<file path="src/rtl/button_latency_meter.sv">
// button_latency_meter: multi-channel button-to-UART-response latency timer with framed result output
// Ports: clk_100mhz clock; rst_n_sync async active-low reset; button_press_redge[NUM_CH] one-cycle press edges;
//   uart_rx serial in; uart_tx serial out; busy measurement/frame in progress; meas_valid result pulse;
//   meas_ch/meas_count/meas_timeout last measurement. Optional macro FRAME_CHECKSUM_EN appends an XOR byte.
module uart_tx #(
  parameter real SYSCLOCK = 100.0,
  parameter real BAUDRATE = 3.0
) (
  input  logic       clk,
  input  logic       rst_n,
  input  logic       send_trig,
  input  logic [7:0] data,
  output logic       tx,
  output logic       tx_bsy
);
  localparam int CPB = $rtoi(SYSCLOCK / BAUDRATE + 0.5);
  localparam int CW = $clog2(CPB);
  localparam logic [CW-1:0] BLAST = CW'(CPB - 1);
  logic [9:0] shift_q, shift_d;
  logic [3:0] bits_q, bits_d;
  logic [CW-1:0] baud_q, baud_d;
  always_ff @(posedge clk or negedge rst_n)
    if (!rst_n) begin
      shift_q <= '1;
      bits_q <= '0;
      baud_q <= '0;
    end else begin
      shift_q <= shift_d;
      bits_q <= bits_d;
      baud_q <= baud_d;
    end
  always_comb begin
    shift_d = shift_q;
    bits_d = bits_q;
    baud_d = baud_q;
    if (bits_q == 4'd0) begin
      if (send_trig) begin
        shift_d = {1'b1, data, 1'b0};
        bits_d = 4'd10;
        baud_d = '0;
      end
    end else begin
      baud_d = baud_q == BLAST ? '0 : baud_q + 1'b1;
      if (baud_q == BLAST) begin
        shift_d = {1'b1, shift_q[9:1]};
        bits_d = bits_q - 1'b1;
      end
    end
  end
  assign tx = shift_q[0];
  assign tx_bsy = bits_q != 4'd0;
endmodule

// Only byte arrival matters to the meter, so the receiver reports a valid stop bit and no data.
module uart_rx #(
  parameter real SYSCLOCK = 100.0,
  parameter real BAUDRATE = 3.0
) (
  input  logic clk,
  input  logic rst_n,
  input  logic rx,
  output logic data_valid
);
  localparam int CPB = $rtoi(SYSCLOCK / BAUDRATE + 0.5);
  localparam int CW = $clog2(CPB);
  localparam logic [CW-1:0] BLAST = CW'(CPB - 1);
  localparam logic [CW-1:0] HALF = CW'(CPB / 2 - 1);
  logic [1:0] sync_q;
  logic rx_s, busy_q, busy_d, valid_q, valid_d;
  logic [3:0] bits_q, bits_d;
  logic [CW-1:0] baud_q, baud_d;
  assign rx_s = sync_q[1];
  always_ff @(posedge clk or negedge rst_n)
    if (!rst_n) begin
      sync_q <= '1;
      busy_q <= 1'b0;
      valid_q <= 1'b0;
      bits_q <= '0;
      baud_q <= '0;
    end else begin
      sync_q <= {sync_q[0], rx};
      busy_q <= busy_d;
      valid_q <= valid_d;
      bits_q <= bits_d;
      baud_q <= baud_d;
    end
  always_comb begin
    busy_d = busy_q;
    bits_d = bits_q;
    baud_d = baud_q;
    valid_d = 1'b0;
    if (!busy_q) begin
      busy_d = !rx_s;
      bits_d = '0;
      baud_d = '0;
    end else if (baud_q == (bits_q == 4'd0 ? HALF : BLAST)) begin
      baud_d = '0;
      bits_d = bits_q + 1'b1;
      busy_d = !(bits_q == 4'd9 || (bits_q == 4'd0 && rx_s));
      valid_d = bits_q == 4'd9 && rx_s;
    end else
      baud_d = baud_q + 1'b1;
  end
  assign data_valid = valid_q;
endmodule

module button_latency_meter #(
  parameter int  NUM_CH      = 4,
  parameter int  CNT_W       = 16,
  parameter int  TICK_CYCLES = 1000,
  parameter real SYSCLOCK    = 100.0,
  parameter real BAUDRATE    = 3.0
) (
  input  logic              clk_100mhz,
  input  logic              rst_n_sync,
  input  logic [NUM_CH-1:0] button_press_redge,
  input  logic              uart_rx,
  output logic              uart_tx,
  output logic              busy,
  output logic              meas_valid,
  output logic [2:0]        meas_ch,
  output logic [CNT_W-1:0]  meas_count,
  output logic              meas_timeout
);
  localparam int NB = CNT_W / 8;
`ifdef FRAME_CHECKSUM_EN
  localparam int LAST = NB + 1;
`else
  localparam int LAST = NB;
`endif
  localparam logic [2:0] IDX_LAST = 3'(LAST);
  localparam int PW = $clog2(TICK_CYCLES);
  localparam logic [PW-1:0] PLAST = PW'(TICK_CYCLES - 1);
  typedef enum logic [1:0] {IDLE, SEND_MARK, WAIT_RESP, SEND_RESULT} state_t;
  state_t state_q, state_d;
  logic [2:0] ch_q, ch_d, meas_ch_q, meas_ch_d, idx_q, idx_d, low_ch;
  logic [PW-1:0] presc_q, presc_d;
  logic [CNT_W-1:0] count_q, count_d, meas_count_q, meas_count_d;
  logic trig_q, meas_valid_q, meas_valid_d, meas_timeout_q, meas_timeout_d;
  logic send_trig, tx_bsy, rx_valid, tx_ok, hit;
  logic [7:0] tx_byte, hdr;
`ifdef FRAME_CHECKSUM_EN
  logic [7:0] csum_q, csum_d;
  assign csum_d = state_q != SEND_RESULT ? '0 : send_trig ? csum_q ^ tx_byte : csum_q;
  always_ff @(posedge clk_100mhz or negedge rst_n_sync)
    if (!rst_n_sync) csum_q <= '0;
    else csum_q <= csum_d;
`endif
  uart_tx #(.SYSCLOCK(SYSCLOCK), .BAUDRATE(BAUDRATE)) u_tx (
    .clk(clk_100mhz), .rst_n(rst_n_sync), .send_trig(send_trig), .data(tx_byte),
    .tx(uart_tx), .tx_bsy(tx_bsy)
  );
  uart_rx #(.SYSCLOCK(SYSCLOCK), .BAUDRATE(BAUDRATE)) u_rx (
    .clk(clk_100mhz), .rst_n(rst_n_sync), .rx(uart_rx), .data_valid(rx_valid)
  );
  always_comb begin
    low_ch = '0;
    for (int i = NUM_CH - 1; i >= 0; i--)
      if (button_press_redge[i]) low_ch = 3'(i);
  end
  // tx_bsy only rises the cycle after a trig, so the previous-trig flag closes that gap
  assign tx_ok = !trig_q && !tx_bsy;
  assign hdr = {4'hC, meas_timeout_q, meas_ch_q};
  always_comb begin
    state_d = state_q;
    ch_d = ch_q;
    presc_d = presc_q;
    count_d = count_q;
    idx_d = idx_q;
    meas_valid_d = 1'b0;
    meas_ch_d = meas_ch_q;
    meas_count_d = meas_count_q;
    meas_timeout_d = meas_timeout_q;
    send_trig = 1'b0;
    tx_byte = {5'b10000, ch_q};
    hit = 1'b0;
    case (state_q)
      IDLE:
        if (|button_press_redge) begin
          ch_d = low_ch;
          presc_d = '0;
          count_d = '0;
          state_d = SEND_MARK;
        end
      // IDLE is only re-entered with the transmitter drained, so the marker never has to wait
      SEND_MARK: begin
        send_trig = 1'b1;
        presc_d = presc_q + 1'b1;
        state_d = WAIT_RESP;
        hit = rx_valid;
      end
      WAIT_RESP: begin
        presc_d = presc_q == PLAST ? '0 : presc_q + 1'b1;
        count_d = presc_q == PLAST && count_q != '1 ? count_q + 1'b1 : count_q;
        hit = rx_valid || count_q == '1;
      end
      SEND_RESULT: begin
`ifdef FRAME_CHECKSUM_EN
        tx_byte = idx_q == 3'd0 ? hdr : idx_q == IDX_LAST ? csum_q : count_q[CNT_W-1 -: 8];
`else
        tx_byte = idx_q == 3'd0 ? hdr : count_q[CNT_W-1 -: 8];
`endif
        send_trig = tx_ok && idx_q <= IDX_LAST;
        if (send_trig) begin
          idx_d = idx_q + 1'b1;
          count_d = idx_q != 3'd0 ? count_q << 8 : count_q;
        end
        if (tx_ok && idx_q > IDX_LAST) state_d = IDLE;
      end
    endcase
    // rx_valid takes priority over saturation, so a same-cycle race reports a real response
    if (hit) begin
      state_d = SEND_RESULT;
      idx_d = '0;
      count_d = count_q;
      meas_valid_d = 1'b1;
      meas_ch_d = ch_q;
      meas_count_d = count_q;
      meas_timeout_d = !rx_valid;
    end
  end
  always_ff @(posedge clk_100mhz or negedge rst_n_sync)
    if (!rst_n_sync) begin
      state_q <= IDLE;
      ch_q <= '0;
      presc_q <= '0;
      count_q <= '0;
      idx_q <= '0;
      trig_q <= 1'b0;
      meas_valid_q <= 1'b0;
      meas_ch_q <= '0;
      meas_count_q <= '0;
      meas_timeout_q <= 1'b0;
    end else begin
      state_q <= state_d;
      ch_q <= ch_d;
      presc_q <= presc_d;
      count_q <= count_d;
      idx_q <= idx_d;
      trig_q <= send_trig;
      meas_valid_q <= meas_valid_d;
      meas_ch_q <= meas_ch_d;
      meas_count_q <= meas_count_d;
      meas_timeout_q <= meas_timeout_d;
    end
  assign busy = state_q != IDLE;
  assign meas_valid = meas_valid_q;
  assign meas_ch = meas_ch_q;
  assign meas_count = meas_count_q;
  assign meas_timeout = meas_timeout_q;
endmodule
</file>
<file path="config.mk">
export PLATFORM = sky130hd
export DESIGN_NAME = button_latency_meter
export DESIGN_NICKNAME = d
export VERILOG_FILES = /design/src/rtl/button_latency_meter.sv
export SDC_FILE = /design/constraint.sdc
export NUM_CORES = 1
export LEC_CHECK = 0
export BUFFER_PORTS_ARGS = -buffer_cell sky130_fd_sc_hd__buf_4
export CORE_MARGIN = 2
export CORE_UTILIZATION = 30
export DETAILED_ROUTE_END_ITERATION = 8
export GPL_TIMING_DRIVEN = 1
export HOLD_SLACK_MARGIN = 0.15
export PLACE_DENSITY = 0.45
export SETUP_SLACK_MARGIN = 0.2
export SYNTH_ARGS = -nofsm -noshare
export SYNTH_HDL_FRONTEND = slang
export SYNTH_HIERARCHICAL = 1
export SYNTH_SLANG_ARGS = --single-unit
export TNS_END_PERCENT = 50
</file>
<file path="constraint.sdc">
create_clock -name clk_100mhz -period 5.08 [get_ports clk_100mhz]
set_input_delay 0.508 -clock clk_100mhz [delete_from_list [all_inputs] [get_ports clk_100mhz]]
set_output_delay 0.508 -clock clk_100mhz [all_outputs]
set_load 0.005 [all_outputs]
</file>
==> metrics.yaml <==
outcome:
  outcome: "completed"
synth:
  ys_ff_latch: 87
  yosysTopAreaCell: "dfrtp_1"
  synth_most_common_cell: "dfrtp_1"
  syn_area_um2: 4969
  synthFlopType: "dfrtp_1"
  synth-edff-count: 0
  synth_top_cells_by_count: "76 x dfrtp_1, 43 x nand2_1, 33 x nor2_1, 27 x inv_1, 24 x nand3_1"
  synth_top_area_share_pct: 38.28
  synth_cell_types: 83
  synth_area_leaders: "dfrtp_1 38%, dfstp_2 5.8%, ha_1 4.8%, mux2_2 4.5%, nand2_1 3.2%"
  synth_nets: 520
  yosys_warnings: 6
  syn_avg_cell_area_um2: 10.06
  async_flop_share_pct: 100.0
  synth_cells: 494
  yosysSeqAreaShare_pct: 44.09
grt:
  grt_max_degree: 56
  antenna_found_initial: 0
  grt_pass1_vias: 3710
  grt_pass1_wl_um: 19380
  grt_usage_pct: 13.61
  grt_overflow: 0
timing:
  slew_viol_final: 0
  hold_viol: 0
  relSlewSlack_pct: 34.11
  setup_viol: 0
  fmax_ghz: 0.2799
  rsz0062_at_grt: "false"
  period_share_pct: 70.32
  fin_crit_ps: 3572
  tns_ps: 0
  worst_pin_slew_ps: 979.3
  clock_skew_ps: 8.780
floorplanning:
  dieHeight_um: 132.7
  core_region_area_um2: 16410
  rows: 47
  die_w_um: 132.7
  start_util_pct: 30.28
  die-area_um2: 17610
  ioPinCount: 30
power_and_ir_drop:
  p_int_mw: 1.226
  clkPwrFrac_pct: 43.8
  peakVddDrop_v: 0.0001767
  seqPwrFrac_pct: 48.0
  pwr-share-comb_pct: 8.2
  leakage_nw: 2.557
  power.switching_mw: 0.3755
  p_per_area_nw_per_um2: 283.8
  switching_share_pct: 23.45
cts:
  cts_max_path_buffers: 2
  clkSlewWorstSetupHoldPaths_ps: 60
  ctsResizeCount: 0
  worstSkewPairLatency_ps: 350
  h-tree-depth: 3
  holdBufCountCts: 1
  root_buffer: "clkbuf_16"
  cts_buffers: 9
  cts_sinks: 87
  postCtsSetupRepairBufs: 0
  cts_tree: "yes"
critical_path:
  worstPathArrival_ps: 3810
  r2r-end: "u_tx/shift_q[5]"
  critPathMaxFanout: 18
  r2r_slack_ps: 1510
  reg2reg_depth: 10
  crit_path_start: "u_tx/bits_q[0]"
  end_kind: "register"
  path_class: "register to register"
  start_kind: "register"
  crit_required_ps: 5320
  r2r_start: "u_tx/bits_q[0]"
placement:
  gp_congestion: 0.8049
  place_area_um2: 5325
  portBuffers: 28
  place_hpwl_um: 7754
worst_hold_path:
  hold_end: "u_rx/sync_q[0]"
  hold_depth: 1
  hold_path.startpoint: "uart_rx"
  worstHoldPathType: "input pin to register"
route:
  vias: 3770
  wire_per_inst_um: 15.34
  wl_met1_um: 5590
  firstDrtPassIters: 6
  top_layer: "met4"
  dr_wl_met2_um: 5300
  wl_met3_um: 255
  finalWirelength_um: 11330
  drtIter0Drc: 299
  routed_via_density: 5.101
  drc: 0
  final_antenna_net_count: 0
cells_and_area:
  antennaDiodeCount: 0
  fin_util_pct: 34.39
  layout.nets: 540
  syn2layout_area_growth_pct: 13.57
  finalInstanceArea_um2: 5643
  layout-drive-gt1-share_pct: 18.69
flow_run:
  cap_viol_max_count: 0
## stage by stage
| stage | cells | hold WS [ps] | total power, mW | worst slack, ps |
|---|---|---|---|---|
| after floorplan | 494 | 212.4 | 0.8709 | 2572 |
| after global placement | 722 | 345.3 | 0.9117 | 1666 |
| after detailed placement | 722 | 347.2 | 0.9149 | 1540 |
| after CTS | 739 | 250.8 | 1.630 | 1531 |
| after global routing | 739 | 251.5 | 1.685 | 1084 |
| final | 739 | 268.7 | 1.602 | 1508 |
## logic make-up (layout without fill, tap and decap cells)
logic type / count (synthesis) / after routing / synth area share, %
adders and majority gates: 19 / 19 / 4.785
muxes: 26 / 26 / 5.742
and+or+nand+nor: 210 / 210 / 24.93
DFF: 87 / 87 / 44.09
AOI/OAI and AO/OA: 89 / 89 / 13.27
other: 1 / 1 / 0.07548
buffers and inverters: 51 / 76 / 5.162
xor gates and xnor gates: 11 / 11 / 1.939
## worst max-delay path, stage by stage, from the launching register on
cell       delay [ps]
dfrtp_1           380
inv_1             120
ha_1              210
nor3b_4           570
inv_2             160
nor2_1            170
nand2_1            70
nor3_1            390
or2_2             250
nand4bb_1         610
a311oi_1          530
## worst max path at each step
stage                       to  slack (ps)  depth (start not counted)
2_1_floorplan       count_q[2]        2570                          9
3_3_place_gp    u_tx/bits_q[1]        1670                         11
3_5_place_dp    u_tx/bits_q[1]        1540                         11
4_1_cts         u_tx/bits_q[1]        1530                         11
5_1_grt         u_tx/bits_q[1]        1080                         11
6_report       u_tx/shift_q[5]        1510                         10
## per-layer routing
| layer | vias up | GRT usage (%) |
|---|---|---|
| li1 | 1863 | - |
| met1 | 1845 | 18.61 |
| met2 | 50 | 21.21 |
| met3 | 12 | 2.375 |
| met4 | 0 | 5.914 |
| met5 | - | 0 |
## sequential cells by signal, indices dropped and copies added (netlist names), 2 cells and up
| name | flops |
|---|---|
| u_tx/shift_q | 9 |
| u_rx/baud_q | 6 |
| u_tx/baud_q | 6 |
| ch_q | 2 |
| u_rx/bits_q | 4 |
| presc_q | 10 |
| count_q | 16 |
| idx_q | 3 |
| state_q | 2 |
| u_rx/sync_q | 2 |
| u_tx/bits_q | 4 |
| meas_count | 16 |
| meas_ch | 2 |
## power groups by stage
stage	combinational, mW	sequential, mW	clock, mW
CTS	0.135	0.769	0.726
finish	0.131	0.769	0.702
global route	0.152	0.776	0.757
global placement	0.131	0.781	0
detailed placement	0.133	0.782	0
floorplan	0.0999	0.771	0
## cell usage in the layout (no fill, tap or decap), drive strengths merged, types with 3 or more instances in the layout
cell type	count
nand3	25
xor2	7
or3	5
nor4bb	3
a31oi	5
nand3b	6
nor3	6
buf	31
clkbuf	13
nand4b	3
a21boi	4
and3	15
a311oi	7
dfrtp	76
o31ai	8
and2	3
inv	28
nor4	16
nand2b	6
or4	5
nor2b	4
o21ai	20
nor2	33
ha	19
xnor2	4
a221o	4
and4b	3
a21o	3
dfstp	11
nand4	18
mux2	20
a21oi	10
mux2i	6
nand2	44
o211ai	4
## final cells by class
type                       count  area [um2]
clock buffer                  13       240.2
clock inverter                 3       67.56
fill                        1658       10760
inverter                      28       105.1
multi-input combinational    356        2521
sequential                    87        2191
tap                          220       275.3
timing repair buffer          32       242.7
Note: power is estimated with default switching activity, not from simulation.
